--- config.mk ---
export PLATFORM = sky130hd
export DESIGN_NAME = sonar_scheduler
export DESIGN_NICKNAME = d
export VERILOG_FILES = /design/src/rtl/sonar_pkg.sv /design/src/rtl/sonar_echo_sync.sv /design/src/rtl/sonar_scheduler.sv
export SDC_FILE = /design/constraint.sdc
export NUM_CORES = 1
export LEC_CHECK = 0
export ABC_AREA = 1
export CORE_ASPECT_RATIO = 1.2
export CORE_UTILIZATION = 45
export DETAILED_ROUTE_END_ITERATION = 12
export PLACE_DENSITY = 0.76
export SLEW_MARGIN = 10
export SYNTH_ARGS = -nofsm -noshare
export SYNTH_HDL_FRONTEND = slang
export SYNTH_SLANG_ARGS = --single-unit
export TNS_END_PERCENT = 10
--- constraint.sdc ---
create_clock -name clk -period 9.9 [get_ports clk]
set_clock_uncertainty 0.05 [all_clocks]
set_input_delay 1.98 -clock clk [delete_from_list [all_inputs] [get_ports clk]]
set_output_delay 1.98 -clock clk [all_outputs]
set_load 0.05 [all_outputs]
--- src/rtl/sonar_pkg.sv ---
// Shared definitions for the sonar scheduler: FSM state codes, timer width
// and the helper that builds the all-ones timeout marker for a counter width.
package sonar_pkg;

  typedef logic [2:0] sonar_state_t;

  localparam sonar_state_t IDLE      = 3'd0;
  localparam sonar_state_t TRIG      = 3'd1;
  localparam sonar_state_t WAIT_RISE = 3'd2;
  localparam sonar_state_t MEASURE   = 3'd3;
  localparam sonar_state_t GUARD     = 3'd4;

  // One shared timer covers trigger, timeout and guard intervals.
  localparam int TIMER_W = 32;

  // All-ones code of the given width; a real echo width never reaches it
  // because the width counter saturates one below.
  function automatic logic [63:0] timeout_code(input int unsigned cnt_w);
    logic [63:0] code;
    code = 64'd0;
    for (int unsigned i = 0; i < 64; i++) begin
      if (i < cnt_w) begin
        code[i] = 1'b1;
      end else begin
        code[i] = 1'b0;
      end
    end
    return code;
  endfunction

endpackage

--- src/rtl/sonar_echo_sync.sv ---
// Brings one raw echo pin into the clk domain and produces single-cycle
// rise/fall pulses. Pin-to-pulse latency is two clocks.
module sonar_echo_sync
  import sonar_pkg::*;
(
  input  logic clk,
  input  logic reset,
  input  logic echo,
  output logic level,
  output logic rise,
  output logic fall
);

  logic meta_r;
  logic sync_r;
  logic prev_r;

  // Two-stage synchronizer followed by a history stage for edge detection
  always_ff @(posedge clk or posedge reset) begin
    if (reset) begin
      meta_r <= 1'b0;
      sync_r <= 1'b0;
      prev_r <= 1'b0;
    end else begin
      meta_r <= echo;
      sync_r <= meta_r;
      prev_r <= sync_r;
    end
  end

  assign level = sync_r;
  assign rise  = sync_r & ~prev_r;
  assign fall  = ~sync_r & prev_r;

endmodule

--- src/rtl/sonar_scheduler.sv ---
// Round-robin trigger/measure sequencer shared across N ultrasonic sonars.
// Only one channel is active at a time so echoes never overlap; each channel
// gets a trigger pulse, an echo-width measurement with timeout, and a guard
// gap before the next channel. One result per channel is held for readout.
module sonar_scheduler
  import sonar_pkg::*;
#(
  parameter  int N_SONAR        = 4,
  parameter  int CNT_W          = 32,
  parameter  int TRIG_CYCLES    = 500,
  parameter  int TIMEOUT_CYCLES = 3_000_000,
  parameter  int GUARD_CYCLES   = 50_000,
  localparam int CH_W           = (N_SONAR > 1) ? $clog2(N_SONAR) : 1
) (
  input  logic                     clk,
  input  logic                     reset,
  input  logic                     enable,
  input  logic [N_SONAR-1:0]       chan_mask,
  input  logic [N_SONAR-1:0]       echo,
  output logic [N_SONAR-1:0]       trigger,
  output logic [N_SONAR*CNT_W-1:0] count_flat,
  output logic [N_SONAR-1:0]       timeout,
  output logic                     done,
  output logic [CH_W-1:0]          done_chan
);

  localparam logic [CNT_W-1:0]   TIMEOUT_CODE = CNT_W'(timeout_code(CNT_W));
  localparam logic [CNT_W-1:0]   WIDTH_ONE    = CNT_W'(1'b1);
  localparam logic [CNT_W-1:0]   WIDTH_MAX    = TIMEOUT_CODE - WIDTH_ONE;
  localparam logic [TIMER_W-1:0] TIMER_ZERO   = TIMER_W'(1'b0);
  localparam logic [TIMER_W-1:0] TIMER_ONE    = TIMER_W'(1'b1);
  localparam logic [TIMER_W-1:0] TRIG_LAST    = TIMER_W'(TRIG_CYCLES - 1);
  localparam logic [TIMER_W-1:0] TMO_LAST     = TIMER_W'(TIMEOUT_CYCLES - 1);
  localparam logic [TIMER_W-1:0] GUARD_LAST   = TIMER_W'(GUARD_CYCLES - 1);
  localparam logic [N_SONAR-1:0] ONE_HOT0     = N_SONAR'(1'b1);
  localparam logic [CH_W-1:0]    LAST_CHAN    = CH_W'(N_SONAR - 1);

  sonar_state_t       state_r;
  logic [CH_W-1:0]    cur_r;
  logic [TIMER_W-1:0] timer_r;
  logic [CNT_W-1:0]   width_r;
  logic [N_SONAR-1:0] trigger_r;
  logic [CNT_W-1:0]   count_r [N_SONAR];
  logic [N_SONAR-1:0] timeout_r;
  logic               done_r;
  logic [CH_W-1:0]    done_chan_r;

  logic [N_SONAR-1:0] echo_level_s;
  logic [N_SONAR-1:0] echo_rise_s;
  logic [N_SONAR-1:0] echo_fall_s;
  logic               cur_level_s;
  logic               cur_rise_s;
  logic               start_s;
  logic               echo_end_s;
  logic               tmo_hit_s;
  logic [CH_W-1:0]    next_chan_s;

  // First mask bit strictly after cur, wrapping; a lone bit reselects cur.
  function automatic logic [CH_W-1:0] rr_next(input logic [CH_W-1:0]    cur,
                                               input logic [N_SONAR-1:0] mask);
    logic [CH_W-1:0] res;
    logic            hit;
    int              idx;
    res = cur;
    hit = 1'b0;
    idx = 0;
    for (int k = 1; k <= N_SONAR; k++) begin
      idx = (int'(cur) + k) % N_SONAR;
      if (!hit && mask[idx]) begin
        res = idx[CH_W-1:0];
        hit = 1'b1;
      end else begin
        hit = hit;
      end
    end
    return res;
  endfunction

  for (genvar g = 0; g < N_SONAR; g++) begin : g_chan
    sonar_echo_sync u_sync (
      .clk   (clk),
      .reset (reset),
      .echo  (echo[g]),
      .level (echo_level_s[g]),
      .rise  (echo_rise_s[g]),
      .fall  (echo_fall_s[g])
    );
    assign count_flat[g*CNT_W +: CNT_W] = count_r[g];
  end

  assign cur_level_s = echo_level_s[cur_r];
  assign cur_rise_s  = echo_rise_s[cur_r];
  assign start_s     = enable & (|chan_mask);
  assign next_chan_s = rr_next(cur_r, chan_mask);
  // A falling edge only ends a measurement that actually started; it takes
  // priority over a timeout landing in the same cycle.
  assign echo_end_s  = (state_r == MEASURE) & echo_fall_s[cur_r];
  assign tmo_hit_s   = (timer_r == TMO_LAST);

  assign trigger   = trigger_r;
  assign timeout   = timeout_r;
  assign done      = done_r;
  assign done_chan = done_chan_r;

  // Scheduler FSM with the shared timer, width counter and result latches
  always_ff @(posedge clk or posedge reset) begin
    if (reset) begin
      state_r     <= IDLE;
      cur_r       <= LAST_CHAN;
      timer_r     <= TIMER_ZERO;
      width_r     <= '0;
      trigger_r   <= '0;
      timeout_r   <= '0;
      done_r      <= 1'b0;
      done_chan_r <= '0;
      for (int i = 0; i < N_SONAR; i++) begin
        count_r[i] <= '0;
      end
    end else begin
      done_r <= 1'b0;
      case (state_r)
        IDLE: begin
          if (start_s) begin
            cur_r     <= next_chan_s;
            trigger_r <= ONE_HOT0 << next_chan_s;
            timer_r   <= TIMER_ZERO;
            state_r   <= TRIG;
          end else begin
            trigger_r <= '0;
          end
        end
        TRIG: begin
          if (timer_r == TRIG_LAST) begin
            trigger_r <= '0;
            timer_r   <= TIMER_ZERO;
            state_r   <= WAIT_RISE;
          end else begin
            timer_r <= timer_r + TIMER_ONE;
          end
        end
        WAIT_RISE, MEASURE: begin
          if (echo_end_s) begin
            count_r[cur_r]   <= width_r;
            timeout_r[cur_r] <= 1'b0;
            done_r           <= 1'b1;
            done_chan_r      <= cur_r;
            timer_r          <= TIMER_ZERO;
            state_r          <= GUARD;
          end else if (tmo_hit_s) begin
            count_r[cur_r]   <= TIMEOUT_CODE;
            timeout_r[cur_r] <= 1'b1;
            done_r           <= 1'b1;
            done_chan_r      <= cur_r;
            timer_r          <= TIMER_ZERO;
            state_r          <= GUARD;
          end else begin
            timer_r <= timer_r + TIMER_ONE;
            if (state_r == WAIT_RISE) begin
              // A level already high on entry produces no rise pulse, so it
              // is ignored until it drops and rises again.
              if (cur_rise_s) begin
                width_r <= WIDTH_ONE;
                state_r <= MEASURE;
              end else begin
                width_r <= width_r;
              end
            end else if (cur_level_s && (width_r != WIDTH_MAX)) begin
              width_r <= width_r + WIDTH_ONE;
            end else begin
              width_r <= width_r;
            end
          end
        end
        GUARD: begin
          if (timer_r == GUARD_LAST) begin
            timer_r <= TIMER_ZERO;
            if (start_s) begin
              cur_r     <= next_chan_s;
              trigger_r <= ONE_HOT0 << next_chan_s;
              state_r   <= TRIG;
            end else begin
              state_r <= IDLE;
            end
          end else begin
            timer_r <= timer_r + TIMER_ONE;
          end
        end
        default: begin
          state_r   <= IDLE;
          trigger_r <= '0;
          timer_r   <= TIMER_ZERO;
        end
      endcase
    end
  end

endmodule

==> results of run 1 <==
-- worst paths after layout --
check                                             startpoint  cells after the start                          endpoint
max reg2reg                             cur_r[0]$_DFFE_PP1P_                     12        count_flat[76]$_DFFE_PP0P_
min                        g_chan[3].u_sync.meta_r$_DFF_PP0_                      0  g_chan[3].u_sync.level$_DFF_PP0_
min reg2reg                g_chan[3].u_sync.meta_r$_DFF_PP0_                      0  g_chan[3].u_sync.level$_DFF_PP0_
min in group asynchronous                              reset                      2       count_flat[101]$_DFFE_PP0P_
max in group asynchronous                              reset                      3           timer_r[26]$_DFFE_PP0N_
max                                             chan_mask[0]                     10            state_r[1]$_DFFE_PP0P_
-- per-layer routing --
metal	GRT usage	up-vias	wire length, microns
li1	-	5424	-
met1	0.3416	5281	14580
met2	0.3928	448	14580
met3	0.03606	68	2173
met4	0.08248	0	881
met5	0	-	0
-- logic make-up after synthesis --
| group | count (synthesis) | synth area share |
|---|---|---|
| AOI/OAI and AO/OA | 231 | 0.1017 |
| and+or+nand+nor | 962 | 0.3387 |
| xor gates and xnor gates | 18 | 0.01352 |
| DFF | 220 | 0.4723 |
| buffers and inverters | 188 | 0.06523 |
| adders and majority gates | 8 | 0.008583 |
-- placed cells by master (no fill, tap or decap) --
| cell | count |
|---|---|
| o2111ai_1 | 1 |
| nor2_4 | 4 |
| clkdlybuf4s50_1 | 149 |
| nor3_2 | 1 |
| bufinv_16 | 2 |
| nand2_4 | 2 |
| dfrtp_1 | 218 |
| dfstp_2 | 2 |
| inv_2 | 7 |
| o211ai_1 | 3 |
| o21a_1 | 2 |
| nand2_2 | 3 |
| o22ai_1 | 6 |
| clkbuf_1 | 3 |
| o21ai_1 | 56 |
| xnor2_1 | 1 |
| nand4_1 | 25 |
| clkbuf_16 | 23 |
| clkinv_2 | 7 |
| o31ai_1 | 1 |
| a21oi_1 | 5 |
| buf_4 | 6 |
| o21ai_0 | 155 |
| nor2_2 | 2 |
| o21bai_1 | 1 |
| or2_2 | 3 |
| nor3b_1 | 1 |
| ha_1 | 8 |
| inv_1 | 108 |
| inv_6 | 1 |
| nand2_1 | 647 |
| inv_8 | 1 |
| nor3_1 | 18 |
| nor2_1 | 121 |
| clkbuf_8 | 4 |
| a31oi_1 | 1 |
| nand3b_1 | 2 |
| xor2_1 | 17 |
| nand3_1 | 132 |
| nand3_2 | 1 |
-- sequential cells by signal (all words and copies together), names as in the netlist, named ones only --
name / cells
g_chan.u_sync.meta_r: 4
g_chan.u_sync.prev_r: 4
count_flat: 128
timer_r: 32
done_chan: 2
width_r: 32
cur_r: 2
done: 1
trigger: 4
g_chan.u_sync.level: 4
state_r: 3
-- through the flow --
stage          utilization  hold WS (ns)  instance area [sq um]  cells  worst slack (ns)
2_1_floorplan            -        0.2812                  11660   1627             1.852
3_3_place_gp        0.5221        0.2833                  13290   2040             5.474
3_5_place_dp        0.5221        0.2873                  13290   2040             5.466
4_1_cts             0.5513        0.2918                  14040   2080             6.022
5_1_grt             0.5513        0.2977                  14040   2080             5.745
6_report            0.5513        0.2917                  14040   2080             6.022
-- power breakdown --
| group | switching (mW) | leakage [nW] | internal, mW |
|---|---|---|---|
| sequential | 0.211 | 2.91 | 1.17 |
| combinational | 1.68 | 3.15 | 0.654 |
| clock | 0.362 | 0.376 | 0.507 |
-- critical path: stages --
cell             delay, ns
clkdlybuf4s50_1       0.44
nor2_1                0.11
nand2_1               0.05
o21ai_0               0.33
nand2_1               0.55
inv_1                 0.50
nor2_1                0.09
nand2_1               0.10
nand2_1               0.05
nand2_1               0.07
-- layout make-up --
type                    count  area, sq um  share of cell area
inverters                 116        442.9             0.03155
clock buffers              30        641.9             0.04572
repair buffers            155         1536              0.1094
clock inverters            10        103.9            0.007397
flip-flops and latches    220         5508              0.3923
multi-input cells        1219         5394              0.3842
well taps                 330        412.9             0.02941
==> metrics.txt, run 1 <==
Post-CTS Setup Inserts=0; Post-synth EDFFs=0; synthesized flop and latch total=220; RePlAce Congestion=0.9175; Yosys cell types=35; Fin. Hold Viols=0; vias in the first global route=about 10000; LEAKAGE=around 6.4 nW; Sink Count=between 200 and 250; Die H=178.4 microns; number of fill cells=approximately 2400; post-route DRC violation count=0; slack of the worst reg-to-reg path=~6.4 ns; cts repair resizes=0; final setup violation count=0; Setup TNS=0 ns; Cell Rows=64; CTS max path bufs=3; wire per inst=15.49 microns; antenna viol nets, final=0; post-DP HPWL=22.06 mm; CTS tree=done; Mapped Cells=around 1600; Max IR drop VDD=0.0001360 V; overall routing resource usage=0.2460; Synth Cell Area=0.01166 sq mm; # IOs=150; Peak Freq=257.9 MHz; Yosys top cell by area=dfrtp_1; grt ovf=0; DR vias/cell=5.395; port bufs=149; Max Slew Vio Count=0; synth cell count leaders=nand2_1, dfrtp_1, o21ai_0; outcome=completed; worst skew pair latency=0.53 ns; core area=0.02546 sq mm; Post-synth top flop=dfrtp_1; DIE WIDTH=149.0 microns; cts bufs inserted=23; layout cell share with drive strength beyond 1=0.03943; Worst EP required=about 10 ns; number of H-tree levels=1; share of flip-flops with an asynchronous set or reset=1.000; via count=11221; largest net degree at the start of global routing=141; Iteration-0 DRC Markers=889; starting density of the core=0.4580; final wirelength=32.22 mm; crit path time final=about 3.9 ns; Setup CP Type=input port to register; first-pass GRT wire length=52.85 mm; MaxCap Viol Count=0; kind of start point of the critical path=input port; Min-Delay Path Class=register to register; syn_nets=1646; Worst setup EP type=register; post-synthesis sequential area ratio=0.4723; Period Utilization, post-route=0.3917; drt pass-1 iters=7; Root Driver=clkbuf_16; Data arrival, critical path=4.28 ns; yosys warns=0; P per Cell Area=326.3 mW/mm^2; clock slew at reported path FFs=0.06 ns; Antenna diodes=0; cts hold-fix bufs=0; Die ar.=0.02657 sq mm; top cells by area, synth=dfrtp_1, nand2_1, o21ai_0; antenna violations before repair=0; unrepaired setup endpoints after global routing=no; worst-path fanout max=20; syn avg cell area=between 7 and 8 sq um; Design Power=about 4.6 mW; slew of the pin with the lowest slew margin=1.170 ns; post-synth top area share=0.4678; most common cell in the netlist=nand2_1; Area Overhead vs Synth=20.38%; fin nets=1754; Rel. slew slack=0.2194
Note: power is estimated with default switching activity, not from simulation.
==> run 2: changes to the inputs <==
--- a/config.mk
+++ b/config.mk
@@ -9,7 +9,7 @@
 export CORE_ASPECT_RATIO = 1.2
 export CORE_UTILIZATION = 45
 export DETAILED_ROUTE_END_ITERATION = 12
-export PLACE_DENSITY = 0.76
+export PLACE_DENSITY = 0.79
 export SLEW_MARGIN = 10
 export SYNTH_ARGS = -nofsm -noshare
 export SYNTH_HDL_FRONTEND = slang
==> constraint.sdc (replaced) <==
create_clock -name clk -period 3.49 [get_ports clk]
set_clock_uncertainty 0.05 [all_clocks]
set_input_delay 0.698 -clock clk [delete_from_list [all_inputs] [get_ports clk]]
set_output_delay 0.698 -clock clk [all_outputs]
set_load 0.05 [all_outputs]
==> run 2 against run 1 <==
Effect of this change: power rose to 2.9 times the previous value; critical path depth is 1 higher; sequential share of layout area down 0.94 points; wire length is 3.7% higher; worst setup slack worse by 5.3 ns; largest power group unchanged; count of clock-buffer cells in the layout grew 2.
==> metrics.txt, run 2 (synthesis results as in run 1) <==
outcome=completed; Gate power share=0.499; core area=about 0.025 sq mm; fin nets=around 1800; Root Driver=clkbuf_16; Rel. slew slack=0.3058; worst skew pair latency=between 0.5 and 0.6 ns; number of flip-flops in the largest register=around 130; grt ovf=0; CP dominant cell by count=nand2_1; crit path time final=2.785 ns; sw power=6.478 mW; cts hold-fix bufs=0; Sink Count=220; CP delay by family, top=buffers and inverters; placed insts=2061; Min-Delay Path Class=register to register; via count=11417; P_int=7.016 mW; Period Utilization, post-route=0.7979; port bufs=around 150; # IOs=150; worst-path fanout max=75; Final Util=0.5649; LEAKAGE=6.602 nW; Area Overhead vs Synth=23.34%; Die ar.=0.02657 sq mm; Worst Hold Path Cells=0; cts bufs inserted=24; vias in the first global route=between 10000 and 15000; CP max-delay cell=dfstp_2; Max Slew Vio Count=0; Worst setup EP type=register; unrepaired setup endpoints after global routing=no; slowest cell delay on critical path=0.67 ns; drt pass-1 iters=8; first-pass GRT wire length=~55 mm; Antenna diodes=0; Max IR drop VDD=about 0.00046 V; Setup CP Type=register to register; final setup violation count=0; antenna viol nets, final=0; wire per inst=15.87 microns; Setup TNS=0 ns; antenna violations before repair=0; Cell Rows=64; commonest non-fill, non-tap cells in the layout=nand2_1, dfrtp_1, o21ai_0, clkdlybuf4s50_1, nand3_1; slack of the worst reg-to-reg path=0.71 ns; P per Cell Area=roughly 940 mW/mm^2; post-DP HPWL=24.01 mm; Sw Share=0.4801; CTS tree=done; most common cell after layout, fill and taps aside=nand2_1; DR vias/cell=5.424; kind of start point of the critical path=register; number of H-tree levels=1; RePlAce Congestion=0.9189; Peak Freq=around 360 MHz; Hold Slack=0.3059 ns; clock slew at reported path FFs=0.06 ns; starting density of the core=0.4580; Seq pwr share=0.290; Post-CTS Setup Inserts=0; Data arrival, critical path=~3.1 ns; MaxCap Viol Count=0; hold_sp=g_chan[2].u_sync.meta_r$_DFF_PP0_; post-route DRC violation count=0; DIE WIDTH=149.0 microns; worst r2r src=cur_r[0]$_DFFE_PP1P_; Buf/Inv on CP=4; cell depth of the worst setup path=11; Worst Hold Path EP=g_chan[2].u_sync.level$_DFF_PP0_; Layout Cells excl Fill=2105; number of fill cells=around 2300; final wirelength=between 30 and 40 mm; clock power share=0.211; CTS max path bufs=3; Iteration-0 DRC Markers=1009; slew of the pin with the lowest slew margin=approximately 1.0 ns; Die H=178.4 microns; worst path cell trace=inv_1 -> o21ai_0 -> nand2_1 -> nand2_1 -> nand3_2 -> buf_4 -> inv_2 -> buf_4 -> nand2_1 -> nand2_1 -> nand2_1; Worst EP required=approximately 3.8 ns; largest net degree at the start of global routing=76; layout cell share with drive strength beyond 1=0.05352; cts repair resizes=0; Fin. Hold Viols=0; RR Endpoint=count_flat[8]$_DFFE_PP0P_; overall routing resource usage=0.2546; cell count of the worst reg-to-reg path=11
## run 2: worst max-delay path by stage
stage                    startpoint                          to  slack, ns
2_1_floorplan                 reset  asynchronous set/reset pin      -0.12
3_3_place_gp           chan_mask[0]     timer_r[18]$_DFFE_PP0N_       0.80
3_5_place_dp           chan_mask[0]     timer_r[23]$_DFFE_PP0N_       0.74
4_1_cts        cur_r[0]$_DFFE_PP1P_  count_flat[40]$_DFFE_PP0P_       0.78
5_1_grt        cur_r[0]$_DFFE_PP1P_  count_flat[88]$_DFFE_PP0P_       0.43
6_report       cur_r[0]$_DFFE_PP1P_   count_flat[8]$_DFFE_PP0P_       0.71
## run 2: area by class of cell
class	instances	area (sq um)	share of cell area
Sequential cell	220	5508	0.3829
Multi-Input combinational cell	1219	5394	0.3750
Timing Repair Buffer	176	1732	0.1204
Clock buffer	32	690.7	0.04801
Inverter	116	439.2	0.03053
Tap cell	330	412.9	0.02870
Clock inverter	12	209.0	0.01453
## run 2: metrics by stage
stage               area [sq um]  total power [mW]  worst slack [ns]
global route               14390             14.24            0.4328
finish                     14390             13.49            0.7052
global placement           13490             10.51            0.8029
floorplan                  11670             8.419           -0.1244
detailed placement         13490             10.65            0.7382
CTS                        14390             13.53            0.7791
## run 2: per-layer routing
layer / track usage / share of wire / vias up
met5: 0 / 0 / -
met4: 0.08078 / 0.030 / 0
met3: 0.02839 / 0.067 / 70
met2: 0.4114 / 0.47 / 468
met1: 0.3571 / 0.44 / 5398
li1: - / - / 5481
## run 2: power by group through the flow
stage | combinational (mW) | sequential, mW | clock [mW]
after floorplan | 2.28 | 6.14 | 0
after global placement | 6.59 | 3.92 | 0
after detailed placement | 6.71 | 3.94 | 0
after CTS | 6.74 | 3.90 | 2.89
after global routing | 7.26 | 4.00 | 2.98
final | 6.73 | 3.91 | 2.85
==> patch 1, RTL diff (flow settings as in run 1) <==
Put a register stage on the output `count_flat`, with the module's reset. The value now appears one clock later. The other outputs are not delayed to match.
--- a/src/rtl/sonar_scheduler.sv
+++ b/src/rtl/sonar_scheduler.sv
@@ -35,6 +35,8 @@
   localparam logic [N_SONAR-1:0] ONE_HOT0     = N_SONAR'(1'b1);
   localparam logic [CH_W-1:0]    LAST_CHAN    = CH_W'(N_SONAR - 1);
 
+  logic [N_SONAR*CNT_W-1:0] count_flat_d;
+
   sonar_state_t       state_r;
   logic [CH_W-1:0]    cur_r;
   logic [TIMER_W-1:0] timer_r;
@@ -85,7 +87,7 @@
       .rise  (echo_rise_s[g]),
       .fall  (echo_fall_s[g])
     );
-    assign count_flat[g*CNT_W +: CNT_W] = count_r[g];
+    assign count_flat_d[g*CNT_W +: CNT_W] = count_r[g];
   end
 
   assign cur_level_s = echo_level_s[cur_r];
@@ -194,5 +196,13 @@
     end
   end
 
+  always_ff @(posedge clk or posedge reset) begin
+    if (reset) begin
+      count_flat <= '0;
+    end else begin
+      count_flat <= count_flat_d;
+    end
+  end
+
 endmodule
 
Check against the original RTL: same outputs for any inputs over 4 cycles, from zero or initial values and one cycle with reset high; that may be too few to reach the edited logic, so the function may still have changed.
==> patch 1 against run 1 <==
Register-to-register slack gained 80 ps. Clock power grew 53%. Critical endpoint is now count_flat[73]. Area after synthesis grew 31%. Final area grew 29%. Count of clock-buffer cells in the layout grew 20. Sequential cell count grew 128. Wire length grew 21%. Worst setup slack gained 110 ps. Cell count grew 15%. Total power grew 27%.
==> patch 1: results (changes against run 1) <==
synth_area_leaders: "dfrtp_1 57%, nand2_1 17%, o21ai_0 3.9%, nand3_1 3.6%, nor2_1 3.5%"
drt_iter0_drc: 973  # +9.4%
dr.pass1.iters: 5  # -2
stdcell_count: 2398  # +15%
grt_first_pass_wirelength_mm: 63.75  # +21%
cp_max_fo: 1  # -95%
track_usage: 0.2316  # -0.01444
crit_slowest_cell: "clkdlybuf4s50_1"
synth_common_cells: "676 x nand2_1, 346 x dfrtp_1, 141 x nor2_1"
cts-htree-levels: 2  # +1
reg2reg_depth: 10  # -2
ir_drop_v: 0.0002112  # +55%
crit_family: "buffers and inverters"
r2r_slack_ps: 6430  # +80 ps
rr_endpoint: "count_flat_d[125]$_DFFE_PP0P_"
wl_per_cell_um: 16.24  # +4.8%
postSynthNetCount: 1816  # +10%
dp_hpwl_mm: 26.35  # +19%
avgSynthCellArea_um2: 8.501  # +19%
numCtsBuffers: 35  # +52%
critical-path-max-stage-delay_ps: 820  # +270 ps
synth_cell_type_count: 43  # +23%
worstPathArrival_ps: 1740  # -2540 ps
final_nets: 1942  # +11%
startpoint: "count_flat[73]$_DFF_PP0_"
tightestPinTransition_ps: 1104  # -65.20 ps
p_leak_uw: 0.008484  # +32%
cts_resized: 0  # unchanged
status: "finished, final reports clean"
synth_seq_area_share: 0.5702  # +0.09792
synth_flop_cell: "dfrtp_1"
drive_gt1_frac: 0.05903  # +0.01961
grt_max_degree: 206  # +46%
dpl.cell_count: 2336  # +15%
patch 1: metrics by stage:
step / power [µW] / instance area, µm² / hold WS [ps]
floorplan: 3708 / 15280 / 281.2
global placement: 4446 / 17010 / 282.5
detailed placement: 4506 / 17010 / 284.7
CTS: 5861 / 18160 / 297.0
global route: 6125 / 18160 / 302.7
finish: 5829 / 18160 / 295.2
patch 1: logic make-up after synthesis:
| family | count (synthesis) | synth area share |
|---|---|---|
| buf+inv | 188 | 0.05659 |
| compound gates | 194 | 0.06659 |
| mux | 1 | 0.0006552 |
| xor+xnor | 26 | 0.01491 |
| simple gates | 1032 | 0.2845 |
| fa+ha+maj | 8 | 0.006552 |
| flops | 348 | 0.5702 |
patch 1: report_power, final:
part	internal [µW]	switching, µW
Sequential	1860	253
Combinational	646	1740
Clock	783	551
Total	3290	2540
patch 1: worst max-delay path by stage:
| stage | slack, ps | depth (start not counted) | end |
|---|---|---|---|
| final | 6130 | 1 | count_flat[73] |
| after CTS | 6090 | 4 | g_chan[3].u_sync.prev_r$_DFF_PP0_ |
| after global placement | 5610 | 4 | g_chan[2].u_sync.prev_r$_DFF_PP0_ |
| after global routing | 5810 | 4 | width_r[24]$_DFFE_PP0P_ |
| after floorplan | 3210 | 1 | asynchronous set/reset pin |
| after detailed placement | 5550 | 4 | count_flat_d[82]$_DFFE_PP0P_ |
patch 1: final cells by class:
class                           instances  area [µm²]
Clock buffer                           50       993.5
Clock inverter                         12       161.4
Fill cell                            3057       15080
Inverter                              117       445.4
Multi-Input combinational cell       1261        5702
Sequential cell                       348        8711
Tap cell                              450       563.0
Timing Repair Buffer                  160        1587
patch 1: metal layers:
metal	track usage	vias up	share of wire
met4	0.06403	0	0.020
met5	0	-	0
met3	0.03253	54	0.053
li1	-	5966	-
met1	0.3127	6031	0.43
met2	0.3898	367	0.49
==> patch 2, RTL diff (config.mk and constraints of run 1) <==
Without the edit above. The package constant `TIMER_W` goes from 32 to 64.
--- a/src/rtl/sonar_pkg.sv
+++ b/src/rtl/sonar_pkg.sv
@@ -11,7 +11,7 @@
   localparam sonar_state_t GUARD     = 3'd4;
 
   // One shared timer covers trigger, timeout and guard intervals.
-  localparam int TIMER_W = 32;
+  localparam int TIMER_W = 64;
 
   // All-ones code of the given width; a real echo width never reaches it
   // because the width counter saturates one below.
Function: not settled (the Yosys comparison gave no result); the edit may change what the design does.
==> patch 2 against run 1 <==
Synthesized cell count increased by 12%. Sequential power grew 7%. Final area rose by 14%. Die area grew 16%. Wire length grew 24%. Via count up 10%. Total power is 3.9% higher. Cell count increased by 13%. Worst setup slack got worse by 180 ps. Area after synthesis grew 16%. Sequential cell count rose by 32.
==> patch 2: results (changes against run 1) <==
p_leak_uw: 0.007402  # +15%
track_usage: 0.2614  # +0.01534
n_clock_buffer: 37  # +23%
dr.pass1.iters: 5  # -2
avgSynthCellArea_um2: 7.461  # +4.1%
r2r_slack_ps: 6470  # +120 ps
vias: 12351  # +10%
crit_slowest_cell: "clkdlybuf4s50_1"
dpl.cell_count: 2303  # +13%
slew_headroom: 0.2958  # +0.07639
stdcell_count: 2350  # +13%
num-nonclk-buffers: 158  # +1.9%
multi_input_area_share: 0.3890  # +0.004799
final_nets: 1960  # +12%
gp_congestion: 0.9524  # +3.8%
rr_endpoint: "count_flat[116]$_DFFE_PP0P_"
startpoint: "chan_mask[2]"
wl_per_cell_um: 16.99  # +9.7%
critical-path-max-stage-delay_ps: 490  # -60 ps
whs_endpoint: "g_chan[2].u_sync.level$_DFF_PP0_"
finalInstanceArea_um2: 16040  # +14%
min-delay-start: "g_chan[2].u_sync.meta_r$_DFF_PP0_"
cts_sinks: 252  # +15%
dp_slack_ps: 5312  # -154.3 ps
drive_gt1_frac: 0.05765  # +0.01822
multi_input_cells: 1354  # +11%
status: "finished, final reports clean"
postSynthNetCount: 1837  # +12%
core-area_um2: 29610  # +16%
synth_common_cells: "624 x nand2_1, 264 x nor2_1, 250 x dfrtp_1"
finalHoldWorstSlack_ps: 298.1  # +6.441 ps
power.density_nw_per_um2: 296.6  # -9.1%
grt_max_degree: 143  # +1.4%
ir_drop_v: 0.0002111  # +55%
clock_area_frac: 0.05373  # +0.0006169
nonClkBufAreaFrac: 0.09795  # -0.01149
inverters_excl_clock: 150  # +29%
post-route-period-util: 0.4095  # +0.01782
synth_area_leaders: "dfrtp_1 46%, nand2_1 17%, nor2_1 7.3%, o21ai_1 4.2%, inv_1 3.9%"
nFillCells: 2809  # +16%
cp_max_fo: 40  # +100%
## patch 2: cell count changes after synthesis, moves of 23 or more
| cell | delta |
|---|---|
| nor2_1 | +143 |
| o21ai_0 | -96 |
| o21ai_1 | +57 |
| nand3_1 | -55 |
| xor2_1 | +37 |
| dfrtp_1 | +32 |
| inv_1 | +31 |
| buf_2 | -23 |
| nand2_1 | -23 |
## patch 2: routing by layer
| metal | global-route usage | routed length [µm] |
|---|---|---|
| met1 | 0.3290 | 16640 |
| met2 | 0.4594 | 19760 |
| met3 | 0.03347 | 2293 |
| met4 | 0.09414 | 1230 |
| met5 | 0 | 0 |
## patch 2: critical path, delay by kind of cell
family	cells	cell delay, ps
buffers and inverters	5	1750
AND/OR/NAND/NOR	5	630
## patch 2: cells by family after synthesis
family	Yosys count	synth area share
and+or+nand+nor	1081	0.3329
buffers and inverters	213	0.07532
adders and majority gates	7	0.006453
AOI/OAI and AO/OA	199	0.07726
DFF	252	0.4648
xor gates and xnor gates	67	0.04324
